$ cat src/rtl/keypad_pkg.sv
// Shared types and helpers for the keypad scanner.
// Holds the scanner state enum and the bit-index encoders used for both
// row and column indices (vectors up to 32 bits wide).
package keypad_pkg;

   typedef enum logic [1:0] {
      SCAN     = 2'd0,
      PRESS_DB = 2'd1,
      HELD     = 2'd2,
      REL_DB   = 2'd3
   } kp_state_t;

   // Index of the lowest set bit; 0 when no bit is set.
   function automatic int unsigned row_index(input logic [31:0] v);
      int unsigned idx;
      idx = 0;
      for (int i = 31; i >= 0; i--) begin
         if (v[i]) idx = unsigned'(i);
      end
      return idx;
   endfunction

   // True when exactly one bit is set.
   function automatic logic is_onehot(input logic [31:0] v);
      return (v != 32'd0) && ((v & (v - 32'd1)) == 32'd0);
   endfunction

endpackage

$ cat src/rtl/keypad_scanner_if.sv
// Key event handshake bundle: the scanner drives an event (row, column,
// press/release) with valid/ready flow control plus a drop indicator.
interface keypad_scanner_if #(
   parameter int ROWS = 4,
   parameter int COLS = 4
);
   localparam int RW = (ROWS > 1) ? $clog2(ROWS) : 1;
   localparam int CW = (COLS > 1) ? $clog2(COLS) : 1;

   logic          key_valid;
   logic          key_ready;
   logic [RW-1:0] key_row;
   logic [CW-1:0] key_col;
   logic          key_press;
   logic          key_ovf;

   modport master (
      output key_valid, key_row, key_col, key_press, key_ovf,
      input  key_ready
   );

   modport slave (
      input  key_valid, key_row, key_col, key_press, key_ovf,
      output key_ready
   );
endinterface

$ cat src/rtl/keypad_sync.sv
// Two-flop synchronizer for the raw, asynchronous row sense lines.
module keypad_sync #(
   parameter int W = 4
) (
   input  logic         clk,
   input  logic         nRst,
   input  logic [W-1:0] d_i,
   output logic [W-1:0] q_o
);
   logic [W-1:0] meta_q;
   logic [W-1:0] sync_q;

   // Two back-to-back flops give metastability time before any decision.
   always_ff @(posedge clk or negedge nRst) begin
      if (!nRst) begin
         meta_q <= '0;
         sync_q <= '0;
      end else begin
         meta_q <= d_i;
         sync_q <= meta_q;
      end
   end

   assign q_o = sync_q;
endmodule

$ cat src/rtl/keypad_scanner.sv
// Matrix keypad scanner: drives one column at a time, debounces presses and
// releases on the synchronized row lines, rejects multi-row (ghost) presses
// and emits key events through a 1-entry valid/ready output register.
// Optional auto-repeat while a key is held: define KEYPAD_REPEAT_EN.
module keypad_scanner
   import keypad_pkg::*;
#(
   parameter int ROWS          = 4,
   parameter int COLS          = 4,
   parameter int SCAN_DIV      = 16,
   parameter int DEBOUNCE_CYC  = 4,
   parameter int REPEAT_DELAY  = 1000,
   parameter int REPEAT_PERIOD = 250
) (
   input  logic              clk,
   input  logic              nRst,
   input  logic [ROWS-1:0]   read_row,
   output logic [COLS-1:0]   scan_col,
   keypad_scanner_if.master  kif
);
   localparam int RW  = (ROWS > 1) ? $clog2(ROWS) : 1;
   localparam int CW  = (COLS > 1) ? $clog2(COLS) : 1;
   localparam int DVW = (SCAN_DIV > 1) ? $clog2(SCAN_DIV) : 1;
   localparam int DBW = (DEBOUNCE_CYC > 1) ? $clog2(DEBOUNCE_CYC) : 1;
   localparam logic [DVW-1:0] DWELL_LAST = DVW'(SCAN_DIV - 1);
   localparam logic [DBW-1:0] DB_LAST    = DBW'(DEBOUNCE_CYC - 1);

   // Encoders take 32-bit vectors, so the matrix is limited to 32x32.
   if (ROWS < 2 || COLS < 2 || ROWS > 32 || COLS > 32 || SCAN_DIV < 1 ||
       DEBOUNCE_CYC < 1 || REPEAT_DELAY < 1 || REPEAT_PERIOD < 1) begin : g_param_err
      $error("keypad_scanner: illegal parameter value");
   end

   logic [ROWS-1:0] sync_row;

   keypad_sync #(.W(ROWS)) u_sync (
      .clk  (clk),
      .nRst (nRst),
      .d_i  (read_row),
      .q_o  (sync_row)
   );

   kp_state_t       state_q,   state_d;
   logic [COLS-1:0] scan_col_q, scan_col_d;
   logic [DVW-1:0]  dwell_q,   dwell_d;
   logic [DBW-1:0]  db_q,      db_d;
   logic [ROWS-1:0] row_lat_q, row_lat_d;
   logic [CW-1:0]   col_lat_q, col_lat_d;
   logic            ghost_q,   ghost_d;

   logic            key_valid_q, key_valid_d;
   logic [RW-1:0]   key_row_q,   key_row_d;
   logic [CW-1:0]   key_col_q,   key_col_d;
   logic            key_press_q, key_press_d;
   logic            key_ovf_q,   key_ovf_d;

   logic            ev_new;
   logic            ev_press;
   logic [RW-1:0]   ev_row;
   logic [CW-1:0]   col_idx;
   logic [COLS-1:0] rot_col;
   logic            row_onehot;

   assign rot_col    = {scan_col_q[0], scan_col_q[COLS-1:1]};
   assign col_idx    = CW'(row_index(32'(scan_col_q)));
   assign ev_row     = RW'(row_index(32'(row_lat_q)));
   assign row_onehot = is_onehot(32'(row_lat_q));

`ifdef KEYPAD_REPEAT_EN
   logic [31:0] rep_q, rep_d;
   logic        rep_arm_q, rep_arm_d;
   logic [31:0] rep_target;
   logic [31:0] rep_inc;

   assign rep_target = rep_arm_q ? 32'(REPEAT_PERIOD) : 32'(REPEAT_DELAY);
   assign rep_inc    = rep_q + 32'd1;

   // Repeat counter: cycles since HELD entry, then since the last repeat.
   always_ff @(posedge clk or negedge nRst) begin
      if (!nRst) begin
         rep_q     <= '0;
         rep_arm_q <= 1'b0;
      end else begin
         rep_q     <= rep_d;
         rep_arm_q <= rep_arm_d;
      end
   end
`endif

   // Scanner and event register state.
   always_ff @(posedge clk or negedge nRst) begin
      if (!nRst) begin
         state_q     <= SCAN;
         scan_col_q  <= '0;
         dwell_q     <= '0;
         db_q        <= '0;
         row_lat_q   <= '0;
         col_lat_q   <= '0;
         ghost_q     <= 1'b0;
         key_valid_q <= 1'b0;
         key_row_q   <= '0;
         key_col_q   <= '0;
         key_press_q <= 1'b0;
         key_ovf_q   <= 1'b0;
      end else begin
         state_q     <= state_d;
         scan_col_q  <= scan_col_d;
         dwell_q     <= dwell_d;
         db_q        <= db_d;
         row_lat_q   <= row_lat_d;
         col_lat_q   <= col_lat_d;
         ghost_q     <= ghost_d;
         key_valid_q <= key_valid_d;
         key_row_q   <= key_row_d;
         key_col_q   <= key_col_d;
         key_press_q <= key_press_d;
         key_ovf_q   <= key_ovf_d;
      end
   end

   // Next-state logic: column scan, press/release debounce, event requests.
   always_comb begin
      state_d    = state_q;
      scan_col_d = scan_col_q;
      dwell_d    = dwell_q;
      db_d       = db_q;
      row_lat_d  = row_lat_q;
      col_lat_d  = col_lat_q;
      ghost_d    = ghost_q;
      ev_new     = 1'b0;
      ev_press   = 1'b0;
`ifdef KEYPAD_REPEAT_EN
      rep_d      = rep_q;
      rep_arm_d  = rep_arm_q;
`endif
      case (state_q)
         SCAN: begin
            if (scan_col_q == '0) begin
               // Leaving reset: start driving the top column.
               scan_col_d = {1'b1, {(COLS-1){1'b0}}};
               dwell_d    = '0;
            end else if (dwell_q == DWELL_LAST) begin
               dwell_d = '0;
               if (sync_row != '0) begin
                  // Freeze on this column and debounce the row pattern.
                  row_lat_d = sync_row;
                  col_lat_d = col_idx;
                  db_d      = '0;
                  state_d   = PRESS_DB;
               end else begin
                  scan_col_d = rot_col;
               end
            end else begin
               dwell_d = dwell_q + 1'b1;
            end
         end

         PRESS_DB: begin
            if (sync_row == row_lat_q) begin
               if (db_q == DB_LAST) begin
                  // Stable long enough; multi-row patterns are ghosts and stay silent.
                  db_d     = '0;
                  state_d  = HELD;
                  ghost_d  = !row_onehot;
                  ev_new   = row_onehot;
                  ev_press = 1'b1;
`ifdef KEYPAD_REPEAT_EN
                  rep_d     = '0;
                  rep_arm_d = 1'b0;
`endif
               end else begin
                  db_d = db_q + 1'b1;
               end
            end else begin
               // Bounce: drop the candidate and continue with the next column.
               state_d    = SCAN;
               dwell_d    = '0;
               scan_col_d = rot_col;
            end
         end

         HELD: begin
            if (sync_row == '0) begin
               state_d = REL_DB;
               db_d    = '0;
            end
`ifdef KEYPAD_REPEAT_EN
            else if (!ghost_q) begin
               if (rep_inc == rep_target) begin
                  ev_new    = 1'b1;
                  ev_press  = 1'b1;
                  rep_d     = '0;
                  rep_arm_d = 1'b1;
               end else begin
                  rep_d = rep_inc;
               end
            end
`endif
         end

         REL_DB: begin
            if (sync_row != '0) begin
               state_d = HELD;
            end else if (db_q == DB_LAST) begin
               state_d    = SCAN;
               ev_new     = !ghost_q;
               ev_press   = 1'b0;
               dwell_d    = '0;
               scan_col_d = rot_col;
            end else begin
               db_d = db_q + 1'b1;
            end
         end

         default: state_d = SCAN;
      endcase
   end

   // One-entry event register: load when empty or being drained, else drop and flag.
   always_comb begin
      key_valid_d = key_valid_q;
      key_row_d   = key_row_q;
      key_col_d   = key_col_q;
      key_press_d = key_press_q;
      key_ovf_d   = 1'b0;
      if (ev_new && (!key_valid_q || kif.key_ready)) begin
         key_valid_d = 1'b1;
         key_row_d   = ev_row;
         key_col_d   = col_lat_q;
         key_press_d = ev_press;
      end else begin
         if (key_valid_q && kif.key_ready) key_valid_d = 1'b0;
         if (ev_new) key_ovf_d = 1'b1;
      end
   end

   assign scan_col      = scan_col_q;
   assign kif.key_valid = key_valid_q;
   assign kif.key_row   = key_row_q;
   assign kif.key_col   = key_col_q;
   assign kif.key_press = key_press_q;
   assign kif.key_ovf   = key_ovf_q;
endmodule

$ cat src/flat_wrapper.sv
// flat-port wrapper written by rule: the top's interface ports become plain ports
module keypad_scanner_flat import keypad_pkg::*;
#(
   parameter int ROWS          = 4,
   parameter int COLS          = 4,
   parameter int SCAN_DIV      = 16,
   parameter int DEBOUNCE_CYC  = 4,
   parameter int REPEAT_DELAY  = 1000,
   parameter int REPEAT_PERIOD = 250
)
  (clk, nRst, read_row, scan_col, kif_key_valid, kif_key_row, kif_key_col, kif_key_press, kif_key_ovf, kif_key_ready);
  keypad_scanner_if #(.ROWS(ROWS), .COLS(COLS)) kif_i ();
  input  logic clk;
  input  logic nRst;
  input  logic [ROWS-1:0] read_row;
  output logic [COLS-1:0] scan_col;
  output wire logic [$bits(kif_i.key_valid)-1:0] kif_key_valid;
  output wire logic [$bits(kif_i.key_row)-1:0] kif_key_row;
  output wire logic [$bits(kif_i.key_col)-1:0] kif_key_col;
  output wire logic [$bits(kif_i.key_press)-1:0] kif_key_press;
  output wire logic [$bits(kif_i.key_ovf)-1:0] kif_key_ovf;
  input wire logic [$bits(kif_i.key_ready)-1:0] kif_key_ready;
  assign kif_key_valid = kif_i.key_valid;
  assign kif_key_row = kif_i.key_row;
  assign kif_key_col = kif_i.key_col;
  assign kif_key_press = kif_i.key_press;
  assign kif_key_ovf = kif_i.key_ovf;
  assign kif_i.key_ready = kif_key_ready;
  keypad_scanner #(.ROWS(ROWS), .COLS(COLS), .SCAN_DIV(SCAN_DIV), .DEBOUNCE_CYC(DEBOUNCE_CYC), .REPEAT_DELAY(REPEAT_DELAY), .REPEAT_PERIOD(REPEAT_PERIOD)) u_core (.clk(clk), .nRst(nRst), .read_row(read_row), .scan_col(scan_col), .kif(kif_i));
endmodule
$ cat config.mk
export PLATFORM = sky130hd
export DESIGN_NAME = keypad_scanner_flat
export DESIGN_NICKNAME = d
export VERILOG_FILES = /design/src/rtl/keypad_pkg.sv /design/src/rtl/keypad_scanner_if.sv /design/src/rtl/keypad_sync.sv /design/src/rtl/keypad_scanner.sv /design/src/flat_wrapper.sv
export SDC_FILE = /design/constraint.sdc
export NUM_CORES = 1
export LEC_CHECK = 0
export BUFFER_PORTS_ARGS = -buffer_cell sky130_fd_sc_hd__clkbuf_2
export CORE_AREA = 2 2 66 68
export CTS_CLUSTER_DIAMETER = 30
export DETAILED_ROUTE_END_ITERATION = 12
export DIE_AREA = 0 0 68 70
export PLACE_DENSITY = 0.68
export RECOVER_POWER = 100
export SKIP_LAST_GASP = 1
export SYNTH_ARGS = -nofsm -noshare
export SYNTH_HDL_FRONTEND = slang
export SYNTH_SLANG_ARGS = --single-unit
$ cat constraint.sdc
create_clock -name clk -period 2.1 [get_ports clk]
set_clock_uncertainty 0.2 [all_clocks]
set_input_delay 0.105 -clock clk [delete_from_list [all_inputs] [get_ports clk]]
set_output_delay 0.105 -clock clk [all_outputs]
set_load 0.05 [all_outputs]
[Yosys cells after proc, flatten, opt, wreduce, memory -nomap -nowiden]
Index checks and enable logic that the tools add are counted.
Cells by class
  add/subtract/negate cells: 3
  muxes and demuxes: 51
  reduce and logical (&&, ||, !) cells: 21
  equality and inequality tests: 19
  bitwise operators: 2
Operators with widths (number)
  two-way mux 2 bit: 24
  two-way mux 4 bit: 11
  AND 4 x 32 -> 32 bit: 1
  zero test 32 bit: 1
  case mux 4 bit (3 select lines): 2
  case mux 2 bit (4 select lines): 2
  AND reduction 6 bit: 2
  two-way mux 1 bit: 11
  inequality test 2 x 1 -> 1 bit, second input constant: 5
  zero test 4 bit: 2
  inequality test 2 bit, second input constant: 4
  AND reduction 4 bit: 2
  nonzero test 4 bit: 2
  AND reduction 7 bit: 1
  equality test 2 bit, second input constant: 3
  inequality test 3 x 1 -> 1 bit, second input constant: 2
  subtractor 4 x 1 -> 5 bit, second input constant: 1
  adder 4 x 1 -> 4 bit, second input constant: 1
  equality test 4 bit: 1
  equality test 4 bit, second input constant: 1
  logical AND 1 bit: 3
  zero test 1 bit: 3
  inequality test 3 x 2 -> 1 bit, second input constant: 1
  inequality test 3 bit, second input constant: 1
  other kinds (9): 9
Word-level totals
  register bits: 34
  input port bits: 7

[Depth between registers and ports, before layout]
  depth in word-level cells: 9
  mapped depth: 6

[Cells and area by module]
From an unflattened synthesis, not the netlist that was laid out.
Unflattened totals
  cell total of the unflattened synthesis: 137
  area, all modules: 1557.7 µm²
Modules (own cells, without submodules)
  keypad_scanner: cells an instance 129, seq. area each 650.6 µm², area each 1357.6 µm², instances 1
  keypad_sync: cells an instance 8, seq. area each 200.2 µm², area each 200.2 µm², instances 1

[Least setup slack after synthesis]
OpenSTA, ideal clock, no wires.
  kind: reg-to-reg
  start point: register u_core.row_lat_q[1]
  end point: register u_core.scan_col_q[0] (netlist: u_core.scan_col[0])
  data required time: 1775 ps
  path slack: -71 ps
  arrival time: 1846 ps
  setup time: 125 ps
  cell stages (with the launch flop): 7
  period minus slack after synthesis: 2171 ps
  path through: dfrtp_1 buf_6 xor2_2 or4_4 buf_6 o211ai_4 mux2_4
Between the ends
  cells in the longest elaborated chain, start to end: 3
Ends and longest elaborated chain
  from (decl): line keypad_scanner.sv:47  | logic [ROWS-1:0] row_lat_q, row_lat_d;
  from (signal assigned): line keypad_scanner.sv:110  | row_lat_q <= row_lat_d;
  equality test 4 bit: line keypad_scanner.sv:159  | if (sync_row == row_lat_q) begin
  inequality test 2 bit (no source line)
  AND reduction 6 bit (no source line)
  to (signal assigned): line keypad_scanner.sv:107  | scan_col_q <= scan_col_d;
  to (decl): line keypad_scanner.sv:44  | logic [COLS-1:0] scan_col_q, scan_col_d;
No other way between the ends.
A chain may end at the register's enable or synchronous reset.

[Final worst setup path]
  start point: register u_core.row_lat_q[2]
  end point: register u_core.scan_col_q[1] (netlist: u_core.scan_col[1])
Same word-level chain as after synthesis.

==> results.md <==
Timing:
- The final worst-path cycle share is 0.991.
- Setup slack on the critical path of the routed design comes to about 19 ps.
- The minimum clock period after layout is 2080 ps.
- The highest clock rate is between 400 and 500 MHz.
- On the final layout, the worst hold slack is around 26 ps.
- Setup violations remaining at the end of the flow were counted as 0.
- The final-report max-slew violation count is 0.
- At the pin with the least slew margin, the transition time is 837 ps.
- The number of hold violations in the final report is 0.
- The worst slew slack as a fraction of its limit is 0.442.
- Setup repair after global routing could not meet its margin everywhere.

Finish:
- In the final layout, the share of cells above drive strength 1 is 0.248.
- From synthesis to final layout, the design area changed by 23.2%.
- The net count of the finished layout is between 200 and 250.
- The total inserted antenna cells is 0.
- The layout has roughly 370 filler cells.

Yosys:
- The portion of synthesized cell area occupied by the leading cell type is 0.477.
- Synthesis produced between 150 and 200 cells.
- The leading area contributor after synthesis is sky130_fd_sc_hd__dfrtp_1.
- The net count after synthesis is between 150 and 200.
- The number of synthesized flops with an enable pin is 0.
- The number of synthesis warnings is 0.
- Sorting the synthesized cells by area gives the leading types as sky130_fd_sc_hd__dfrtp_1, sky130_fd_sc_hd__nand2_1, sky130_fd_sc_hd__mux2_2.
- The flop and latch count out of synthesis is 34.
- Averaged over all synthesized cells, the footprint is 10.6 um2.
- The share of the yosys chip area belonging to registers is 0.477.
- In the synthesized netlist the async set-or-reset flop fraction comes to 1.00.
- The area of the mapped netlist is ~1800 um2.
- Counting distinct cell types in the post-synthesis netlist gives 51.
- The most used flip-flop cell after synthesis is sky130_fd_sc_hd__dfrtp_1.

CTS:
- The H-tree was split into 2 levels.
- The clock-pin transition on the worst setup and hold timing paths is roughly 70 ps.
- CTS placed an instance of sky130_fd_sc_hd__clkbuf_8 at the clock tree root.
- The number of clock buffers inserted by TritonCTS is 5.
- TritonCTS built the clock tree.
- The clock reaches the later pin of the worst-skew pair after a little under 300 ps.
- The sink count of the clock tree is 34.
- In this run the deepest clock path goes through 2 buffers.

Power:
- The leakage power summed over all cells is approximately 0.96 nW.
- The maximum vdd ir drop is between 1 and 1.5 mV.
- The total power draw is just under 3 mW.
- The power density normalized to cell area is between 1000 and 1500 nW/um2.

Worst setup path:
- The critical setup path kind is reg2reg.
- The worst setup slack for register-to-register paths is approximately 19 ps.
- The maximum fanout count along the critical path is 6.
- The type of origin of the critical path is a register.
- The critical path required time is 2070 ps.
- The critical path arrival is around 2100 ps.
- The kind of end point of the critical path is a register.

Global routing:
- The number of global-route vias before repair was roughly 1.5k.
- The sum of overflow across all layers after global routing is 0.
- The number of antenna violations at the first check in global routing is 0.
- The pin count of the biggest net entering global routing is 35.
- For this run, the total global-route usage over all layers was measured as 0.193.
- The first global-routing pass estimated approximately 7000 um of wire.

Routing:
- The routed length per instance is about 16 um.
- In this run the remaining antenna-violating nets after routing total 0.
- The total iterations of the first detailed-routing run is 4.
- The final layout contains routed wiring with a total length of approximately 4000 um.
- The via density per instance is between 5 and 6.
- The initial detailed-routing violation count is 102.
- The post-route DRC violation count is 0.
- The via count is around 1.5k.

Die:
- From left edge to right edge, the die measures 68 um.
- The area of the placeable core is about 4100 um2.
- The die covers 4760 um2.
- The die is 70 um tall.
- The floorplan has 24 rows.
- The top-level I/O count is 18.
- The starting density of the core is 0.430.

Placed design:
- The worst slack at placement is -81.4 ps.
- Once detailed placement completed, the half-perimeter wirelength came to between 2000 and 3000 um.
- The number of buffer cells added on primary ports is 17.
- The last weighted congestion value of the routability-driven placer is 0.895.

Hold path:
- The worst min-delay path class is in2reg.

Run status:
- The flow ran to the end, and the final reports show no timing, DRC or antenna violations.

Flow run:
- The tool flagged a number of max-cap violations equal to 0.
placed cells by master, fill, tap and decap left out, types with 3 or more instances in the layout:
master	n
sky130_fd_sc_hd__dfrtp_1	31
sky130_fd_sc_hd__xor2_1	3
sky130_fd_sc_hd__inv_1	6
sky130_fd_sc_hd__or4_1	3
sky130_fd_sc_hd__clkbuf_2	6
sky130_fd_sc_hd__dfrtp_2	3
sky130_fd_sc_hd__buf_4	17
sky130_fd_sc_hd__nor2b_1	4
sky130_fd_sc_hd__nor2_1	10
sky130_fd_sc_hd__a21oi_1	5
sky130_fd_sc_hd__o21ai_0	7
sky130_fd_sc_hd__o211ai_1	4
sky130_fd_sc_hd__mux2i_1	4
sky130_fd_sc_hd__mux2_2	4
sky130_fd_sc_hd__nand3_1	8
sky130_fd_sc_hd__nand2_1	18
sky130_fd_sc_hd__nor4_1	4
sky130_fd_sc_hd__clkbuf_8	5
sky130_fd_sc_hd__dlygate4sd3_1	5
sky130_fd_sc_hd__clkbuf_1	11
sky130_fd_sc_hd__or3_1	3
stage by stage:
step                      area (um2)   util  TNS, ps  cells
after floorplan                 1790      -    -36.8    169
after global placement          1990  0.481    -26.3    245
after detailed placement        1990  0.481     -404    245
after CTS                       2170  0.524        0    259
after global routing            2200  0.530     -172    262
final                           2200  0.530        0    262
layout make-up:
| class | instances | area [um2] | area share |
|---|---|---|---|
| Tap cell | 52 | 65.1 | 0.0296 |
| Multi-Input combinational cell | 123 | 892 | 0.406 |
| Clock inverter | 3 | 45.0 | 0.0205 |
| Sequential cell | 34 | 855 | 0.389 |
| Clock buffer | 5 | 68.8 | 0.0313 |
| Timing Repair Buffer | 39 | 249 | 0.113 |
| Inverter | 6 | 22.5 | 0.0103 |
per-layer routing:
layer  GRT usage  wire length [um]
met1       0.240              1810
met5           0                 0
met4      0.0956                99
met2       0.297              1950
met3      0.0612               201
report_power, final:
| part | switching (mW) | internal (mW) | total [mW] |
|---|---|---|---|
| clock | 0.247 | 0.353 | 0.599 |
| sequential | 0.212 | 0.825 | 1.04 |
| combinational | 0.689 | 0.589 | 1.28 |
| total | 1.15 | 1.77 | 2.91 |
Yosys cell counts (all sizes together) (2+ instances only):
cell	count
dfrtp	34
nand2	19
nor2	10
o21ai	9
nand3	8
inv	6
mux2	6
o211ai	6
a21oi	5
nor4	5
or4	5
xor2	5
mux2i	4
nor2b	4
buf	3
clkbuf	3
or3	3
a21o	2
a41oi	2
ha	2
nand4b	2
nor3	2
o2111ai	2
o221a	2
o221ai	2
o311ai	2
o31ai	2
critical path: stages (launching register included):
cell and delay, ps:
sky130_fd_sc_hd__dfrtp_1 410, sky130_fd_sc_hd__xor2_2 200, sky130_fd_sc_hd__or4_4 600, sky130_fd_sc_hd__o211ai_4 230
sky130_fd_sc_hd__mux2_4 320
repair_timing:
| item | in CTS | in global routing |
|---|---|---|
| endpoints found under the hold margin | 38 | 0 |
| buffers inserted | 1 | 3 |
| setup endpoints to repair | 15 | 12 |
| pin swaps | 0 | 1 |
| gates cloned | 0 | 0 |
| gates resized for setup | 1 | 5 |
| hold buffers | 5 | 0 |
final timing paths:
check / start / to / cells past startpoint
setup reg to reg: u_core.row_lat_q[2] / u_core.scan_col[1] / 4
setup / recovery: u_core.row_lat_q[2] / u_core.scan_col[1] / 4
max in group asynchronous: nRst / u_core.scan_col[1] / 2
hold / removal: kif_key_ready / u_core.kif.key_press / 3
min in group asynchronous: nRst / u_core.kif.key_press / 2
hold reg to reg: u_core.u_sync.meta_q[1] / u_core.u_sync.q_o[1] / 0
flip-flops by register name, summed over array words and instances (netlist names), 2 cells and up:
| name | count |
|---|---|
| u_core.row_lat_q | 4 |
| u_core.col_lat_q | 2 |
| u_core.kif.key_row | 2 |
| u_core.state_q | 2 |
| u_core.scan_col | 4 |
| u_core.u_sync.q_o | 4 |
| u_core.db_q | 2 |
| u_core.dwell_q | 4 |
| u_core.kif.key_col | 2 |
| u_core.u_sync.meta_q | 4 |
logic make-up after synthesis:
family                   after synthesis  share of synthesized area
buffers and inverters                 12                     0.0344
AND/OR/NAND/NOR                       63                      0.190
adder cells (fa/ha/maj)                2                     0.0140
flip-flops                            34                      0.477
AO/OA/AOI/OAI                         43                      0.191
XOR/XNOR                               5                     0.0288
multiplexers                          10                     0.0646
No activity file was read; power rests on OpenSTA's default activity.
